[src/rtl/rgb_fade_sequencer.sv]
// rgb_fade_sequencer: brightness source for the three RGB PWM comparators.
// Ramps one colour channel at a time from dark to full scale and back,
// optionally waits dark for GAP_TICKS steps, then moves on red -> green ->
// blue -> red. An internal prescaler sets how often the level steps.
// Optional feature macro: RGB_FADE_GAMMA_EN (quadratic output curve).
module rgb_fade_sequencer #(
    parameter int PRESCALER_BITS = 16,
    parameter int WIDTH          = 8,
    parameter int GAP_TICKS      = 0
) (
    input  logic             clk,
    input  logic             rst,
    input  logic             en,
    output logic [WIDTH-1:0] level_red,
    output logic [WIDTH-1:0] level_green,
    output logic [WIDTH-1:0] level_blue,
    output logic [1:0]       channel,
    output logic             cycle_done
);

    typedef enum logic [1:0] {
        ST_RISE = 2'd0,
        ST_FALL = 2'd1,
        ST_GAP  = 2'd2
    } state_t;

    localparam logic [WIDTH-1:0] LEVEL_MAX  = '1;
    localparam logic [WIDTH-1:0] LEVEL_ZERO = '0;
    localparam logic [WIDTH-1:0] LEVEL_ONE  = {{(WIDTH-1){1'b0}}, 1'b1};
    localparam logic [7:0]       GAP_LAST   = 8'(GAP_TICKS);

    logic             tick;
    state_t           state_q, state_d;
    logic [WIDTH-1:0] level_q, level_d;
    logic [1:0]       channel_q, channel_d;
    logic [7:0]       gap_q, gap_d;
    logic [WIDTH-1:0] level_inc, level_dec;
    logic [7:0]       gap_inc;
    logic [1:0]       channel_next;
    logic [WIDTH-1:0] shaped;

    // Step strobe: either every enabled clock, or once per prescaler wrap.
    generate
        if (PRESCALER_BITS == 0) begin : g_no_prescaler
            assign tick = en;
        end else begin : g_prescaler
            localparam logic [PRESCALER_BITS-1:0] PRESC_ONE = 1;
            logic [PRESCALER_BITS-1:0] presc_count;

            // Free-running divider; freezes with its partial count while en is low.
            always_ff @(posedge clk or posedge rst) begin
                if (rst) begin
                    presc_count <= '0;
                end else if (en) begin
                    presc_count <= presc_count + PRESC_ONE;
                end
            end

            assign tick = en && (&presc_count);
        end
    endgenerate

    assign level_inc    = level_q + LEVEL_ONE;
    assign level_dec    = level_q - LEVEL_ONE;
    assign gap_inc      = gap_q + 8'd1;
    assign channel_next = (channel_q == 2'd2) ? 2'd0 : channel_q + 2'd1;

    // Sequencer state: only moves on a step tick.
    always_ff @(posedge clk or posedge rst) begin
        if (rst) begin
            state_q   <= ST_RISE;
            level_q   <= '0;
            channel_q <= 2'd0;
            gap_q     <= 8'd0;
        end else begin
            state_q   <= state_d;
            level_q   <= level_d;
            channel_q <= channel_d;
            gap_q     <= gap_d;
        end
    end

    // Next-state logic: turn around at full scale, leave the channel at zero
    // (directly, or after the dark gap when one is configured).
    always_comb begin
        state_d   = state_q;
        level_d   = level_q;
        channel_d = channel_q;
        gap_d     = gap_q;
        if (tick) begin
            case (state_q)
                ST_RISE: begin
                    level_d = level_inc;
                    if (level_inc == LEVEL_MAX) begin
                        state_d = ST_FALL;
                    end
                end
                ST_FALL: begin
                    level_d = level_dec;
                    if (level_dec == LEVEL_ZERO) begin
                        if (GAP_TICKS == 0) begin
                            state_d   = ST_RISE;
                            channel_d = channel_next;
                        end else begin
                            state_d = ST_GAP;
                        end
                    end
                end
                ST_GAP: begin
                    level_d = '0;
                    if (gap_inc == GAP_LAST) begin
                        gap_d     = 8'd0;
                        channel_d = channel_next;
                        state_d   = ST_RISE;
                    end else begin
                        gap_d = gap_inc;
                    end
                end
                default: begin
                    state_d = ST_RISE;
                    level_d = '0;
                    gap_d   = 8'd0;
                end
            endcase
        end
    end

`ifdef RGB_FADE_GAMMA_EN
    logic [2*WIDTH-1:0] square;
    logic [WIDTH:0]     bumped;

    // Quadratic curve: (L*L >> WIDTH) + 1 for nonzero L, clamped to full scale.
    always_comb begin
        square = {{WIDTH{1'b0}}, level_q} * {{WIDTH{1'b0}}, level_q};
        bumped = {1'b0, square[2*WIDTH-1:WIDTH]} + {{WIDTH{1'b0}}, 1'b1};
        shaped = '0;
        if (level_q != LEVEL_ZERO) begin
            shaped = bumped[WIDTH] ? LEVEL_MAX : bumped[WIDTH-1:0];
        end
    end
`else
    // Linear curve: the output level is the ramp level itself.
    always_comb begin
        shaped = level_q;
    end
`endif

    // Output register: steer the level to the active channel one clock later;
    // cycle_done marks the first registered view of red after blue, and is
    // dropped while frozen so it can never stretch beyond one clock.
    always_ff @(posedge clk or posedge rst) begin
        if (rst) begin
            level_red   <= '0;
            level_green <= '0;
            level_blue  <= '0;
            channel     <= 2'd0;
            cycle_done  <= 1'b0;
        end else if (en) begin
            level_red   <= (channel_q == 2'd0) ? shaped : LEVEL_ZERO;
            level_green <= (channel_q == 2'd1) ? shaped : LEVEL_ZERO;
            level_blue  <= (channel_q == 2'd2) ? shaped : LEVEL_ZERO;
            channel     <= channel_q;
            cycle_done  <= (channel_q == 2'd0) && (channel == 2'd2);
        end else begin
            cycle_done  <= 1'b0;
        end
    end

endmodule
[config.mk]
export PLATFORM = sky130hd
export DESIGN_NAME = rgb_fade_sequencer
export DESIGN_NICKNAME = d
export VERILOG_FILES = /design/src/rtl/rgb_fade_sequencer.sv
export SDC_FILE = /design/constraint.sdc
export NUM_CORES = 1
export LEC_CHECK = 0
export CAP_MARGIN = 20
export CORE_AREA = 2 2 69 71
export CTS_CLUSTER_DIAMETER = 120
export DETAILED_ROUTE_END_ITERATION = 16
export DIE_AREA = 0 0 71 73
export GPL_TIMING_DRIVEN = 1
export PLACE_DENSITY = 0.83
export SLEW_MARGIN = 20
export SYNTH_ARGS = -nofsm -noshare
export SYNTH_HDL_FRONTEND = slang
export SYNTH_SLANG_ARGS = --single-unit
[constraint.sdc]
create_clock -name clk -period 3 [get_ports clk]
set_input_delay 0.45 -clock clk [delete_from_list [all_inputs] [get_ports clk]]
set_output_delay 0.45 -clock clk [all_outputs]
set_load 0.1 [all_outputs]
* Word level (Yosys, flattened, before mapping) *
Cells that the tools add are included.

storage, ports and cells
  output and inout port bits = 27
  bits in registers = 63
  input port bits = 3

cells by class
  muxes and demuxes = 15
  add/sub/neg operators = 5
  equal/unequal tests = 9
  bitwise gates (word level) = 1
  reduce and logical (&&, ||, !) cells = 12

operators by type and width
  kind                     number
  $mux W8                  4
  $pmux W8 S2              2
  $add A16 B1 Y16 const B  1
  $add A8 B1 Y8 const B    2
  $logic_not A8 Y1         2
  $reduce_and A16 Y1       1
  $mux W2                  6
  $eq A8 B8 Y1 const B     1
  $reduce_and A4 Y1        2
  $sub A8 B1 Y8 const B    1
  $eq A2 B2 Y1 const B     3
  $ne A2 B2 Y1 const B     3
  $pmux W2 S3              1
  $eq A2 B1 Y1 const B     2
  $logic_not A2 Y1         2
  $pmux W2 S2              1
  $add A2 B1 Y2 const B    1
  $logic_and A1 B1 Y1      2
  $reduce_and A2 Y1        1
  $reduce_bool A2 Y1       1
  $reduce_or A2 Y1         1
  $mux W1                  1
  $not A1 Y1               1

* Longest topological paths before layout *
  depth after elaboration = 4
  depth in mapped cells = 8

* Worst setup path before layout *
OpenSTA, ideal clock, no wires.

  path kind = register -> register
  start = register level_q[1]
  end = register channel_q[1]
  path buffers = 1
  stages on the path, launching flop included = 9
  path slack = 0.967 ns
  arrival = 1.953 ns
  cells stage by stage = dfrtp_1 buf_4 inv_1 ha_1 nor3b_1 xnor2_1 nand4_2 a2111oi_4 mux2i_1

on the way
  word-level cells in the longest chain between the ends = 4

ends and longest elaborated chain
  element                      line  source
  start: declaration           34    logic [WIDTH-1:0] level_q, level_d;
  start signal: assignment     77    level_q <= level_d;
  $sub A8 B1 Y8                64    assign level_dec = level_q - LEVEL_ONE;
  $logic_not A8 Y1             100   if (level_dec == LEVEL_ZERO) begin
  $ne A2 B2 Y1 (no line)       n/a
  $reduce_and A4 Y1 (no line)  n/a
  end signal: assignment       78    channel_q <= channel_d;
  end: declaration             35    logic [1:0] channel_q, channel_d;

Every way passes these cells.
A chain may end at the register's enable or synchronous reset.

* Final worst setup path *
  start = register level_q[0]
  end = register channel_q[1]

The elaborated chain is that of the path after synthesis.

==> summary.txt <==
==================================================================================
Outcome                                                               finished clean
WL per Instance                                                       14.3 microns
Synth unique cells                                                              42
Data arrival, critical path                                                2.54 ns
DIE WIDTH                                                               71 microns
Startpoint types                                                         flip-flop
CTS H-tree depth                                                                 2
Clock network fraction of design power                                       34.1%
Peak clock frequency supported by timing                                   433 MHz
Number of enable flip-flop cells after synthesis                                 0
Half-perimeter wire length after placement                            3370 microns
Switching component of the power                                          0.333 mW
Max-slew violation count                                                         0
Buffers plus inverters on the worst setup path                                   1
Pin count of the biggest net entering global routing                            55
Setup Slack @ Placement                                                   0.589 ns
Cts hold-fix bufs                                                                0
Area share of the largest cell type after synthesis                          52.2%
WS Path Type                                                               reg2reg
Detailed Route WL                                                     4790 microns
Vias after detailed routing                                                   1840
Grt total ovfl                                                                   0
Number of diodes                                                                 0
Count of port buffers added during placement                                    29
Count of endpoints failing setup in the final report                             0
Resize count post-CTS                                                            0
Slowest Stage Delay on Critical Path                                       0.53 ns
Worst relative slew slack                                                    55.6%
Logic gate share of total power                                               7.5%
Effective utilization at floorplan                                           57.0%
Syn_area_per_cell                                                       10.2 sq um
Largest delay contributor family on the critical path                   flip-flops
Detailed-router iteration count before antenna repair                            4
Global Route Usage Sum                                                       20.2%
Post-synth net total                                                           262
Clock Tree Root                                                       sky130_fd_sc_hd__clkbuf_8
Clock latency reported for the late side of the worst-skew pair            0.31 ns
Synth top area cells                                                  sky130_fd_sc_hd__dfrtp_1 52%, sky130_fd_sc_hd__o22ai_1 5.8%, sky130_fd_sc_hd__xnor2_1 4.7%, sky130_fd_sc_hd__inv_1 4.5%, sky130_fd_sc_hd__xor2_1 3.7%
Async SR Flop Fraction                                                        100%
Count of buffers added by post-CTS timing repair for setup                       0
Path class of the lowest-slack min-delay path                              reg2reg
Dominant cell type by area after synthesis                            sky130_fd_sc_hd__dfrtp_1
Post-route clock skew                                                   0.00516 ns
Nets@finish                                                                    288
Share of the clock period used by the worst path after layout                77.0%
Layout area overhead                                                         12.4%
Max Cap Violations                                                               0
Pleak                                                                      1.30 nW
Number of vias per cell                                                       5.51
Die outline height                                                      73 microns
Flops & latches, synth                                                          54
Crit path cell chain                                                  inv_1 -> ha_1 -> nor3b_1 -> xnor2_1 -> nand4_2 -> a2111oi_4 -> mux2i_1
Transition time at the pin with the least slew margin                     0.666 ns
Data required time of the worst path                                       3.23 ns
IR Drop Worst-Case VDD                                                  0.000432 V
Number of buffers on the longest clock path                                      2
Pwr dens                                                               482 nW/um^2
Synth Instances                                                                254
First-pass GRT wire length                                            8110 microns
Violation count after the first detailed-route iteration                       143
Post-Syn Area                                                           2590 sq um
Clock tree sinks                                                                54
Via count of the first global-routing pass                                    1769
CTS tree                                                                      done
Initial antenna violation count                                                  0
Number of warnings reported in the yosys synthesis log                           0
Cell row count                                                                  25
Share of final-layout standard cells stronger than drive strength 1          17.9%
Share of the yosys chip area belonging to registers                          52.2%
Number of failing hold endpoints at the final stage                              0
Min Tclk post-route                                                        2.31 ns
Worst-path clk slew                                                        0.09 ns
Internal Dissipation                                                       1.07 mW
Boundary Pins                                                                   30
Cts bufs inserted                                                                5
Most common library cell in the layout ignoring fill and taps         sky130_fd_sc_hd__dfrtp_1
Commonest cells after routing, fill and taps aside                    54 x sky130_fd_sc_hd__dfrtp_1, 30 x sky130_fd_sc_hd__inv_1, 29 x sky130_fd_sc_hd__buf_4
Total Negative Setup Slacks                                                   0 ns
RSZ-0062 raised after global routing                                         false
Slowest stage cell, crit path                                         sky130_fd_sc_hd__dfrtp_1
DRC violation count after routing                                                0
Sequential group share of total power                                        58.4%
Area of the die                                                         5180 sq um
Worst Slack Setup Final                                                   0.690 ns
Sw Ratio                                                                     23.7%
Ys flop type                                                          sky130_fd_sc_hd__dfrtp_1
Top fanout value on the critical path                                           11
Core region area                                                        4540 sq um
Type of destination of the critical path                                 flip-flop
Final Wtd Congestion                                                         0.870
Remaining antenna violation count after routing                                  0
==================================================================================
-- logic make-up after synthesis --
kind of cell	count (synthesis)	synth area share, %
AO/OA/AOI/OAI	41	10.5
XOR/XNOR	25	8.46
adder cells (fa/ha/maj)	5	2.42
buffers and inverters	43	8.03
flip-flops	54	52.2
multiplexers	5	2.08
AND/OR/NAND/NOR	81	16.2
-- power groups by stage --
stage	combinational, mW	sequential [mW]	clock, mW
finish	0.105	0.820	0.478
global route	0.120	0.827	0.515
CTS	0.107	0.820	0.488
detailed placement	0.106	0.834	0
global placement	0.103	0.832	0
floorplan	0.0855	0.825	0
-- layer usage --
metal,GRT usage (%),routed length (microns),vias to the layer above,share of wire [%]
li1,-,-,904,-
met1,24.8,2110,884,44
met2,34.2,2410,42,50
met3,5.11,169,10,3.5
met4,8.18,94,0,2.0
met5,0,0,-,0
-- worst paths after layout --
path	start	slack (ns)	endpoint	depth (start not counted)
max	level_q[0]$_DFFE_PP0P_	0.69	channel_q[1]$_DFFE_PP0P_	7
min	g_prescaler.presc_count[13]$_DFFE_PP0P_	0.48	g_prescaler.presc_count[13]$_DFFE_PP0P_	1
max reg2reg	level_q[0]$_DFFE_PP0P_	0.69	channel_q[1]$_DFFE_PP0P_	7
min reg2reg	g_prescaler.presc_count[13]$_DFFE_PP0P_	0.48	g_prescaler.presc_count[13]$_DFFE_PP0P_	1
max in group asynchronous	rst	1.92	level_red[7]$_DFFE_PP0P_	3
min in group asynchronous	rst	0.63	g_prescaler.presc_count[8]$_DFFE_PP0P_	3
-- synthesized netlist by cell type (3+ instances only) --
library cell	count
sky130_fd_sc_hd__dfrtp_1	54
sky130_fd_sc_hd__inv_1	31
sky130_fd_sc_hd__nand2_1	24
sky130_fd_sc_hd__o22ai_1	24
sky130_fd_sc_hd__nor2_1	16
sky130_fd_sc_hd__xnor2_1	14
sky130_fd_sc_hd__xor2_1	11
sky130_fd_sc_hd__nand3_1	8
sky130_fd_sc_hd__o21ai_0	7
sky130_fd_sc_hd__ha_1	5
sky130_fd_sc_hd__nand4_1	5
sky130_fd_sc_hd__a21oi_1	4
sky130_fd_sc_hd__nor3_1	4
sky130_fd_sc_hd__and3_1	3
sky130_fd_sc_hd__buf_1	3
sky130_fd_sc_hd__mux2_2	3
sky130_fd_sc_hd__nand3b_1	3
sky130_fd_sc_hd__or3_2	3
-- area by class of cell --
cell class,count,area [sq um]
clock buffer,5,68.8
multi-input combinational,157,1030
fill,366,1630
timing repair buffer,31,238
tap,54,67.6
clock inverter,2,38.8
inverter,31,116
sequential,54,1350
-- through the flow --
stage               hold WS (ns)  instance area (sq um)  utilization [%]  total power, mW  instances
floorplan                  0.435                   2590                -            0.910        254
global placement           0.454                   2800             61.8            0.935        327
detailed placement         0.457                   2800             61.8            0.940        327
CTS                        0.476                   2910             64.1             1.41        334
global route               0.488                   2910             64.1             1.46        334
finish                     0.479                   2910             64.1             1.40        334
-- registers in the layout (all words and copies together), names as in the netlist --
| signal | flops |
|---|---|
| channel | 2 |
| channel_q | 2 |
| cycle_done | 1 |
| g_prescaler.presc_count | 16 |
| level_blue | 8 |
| level_green | 8 |
| level_q | 8 |
| level_red | 8 |
| state_q | 1 |
Note: power is estimated with default switching activity, not from simulation.
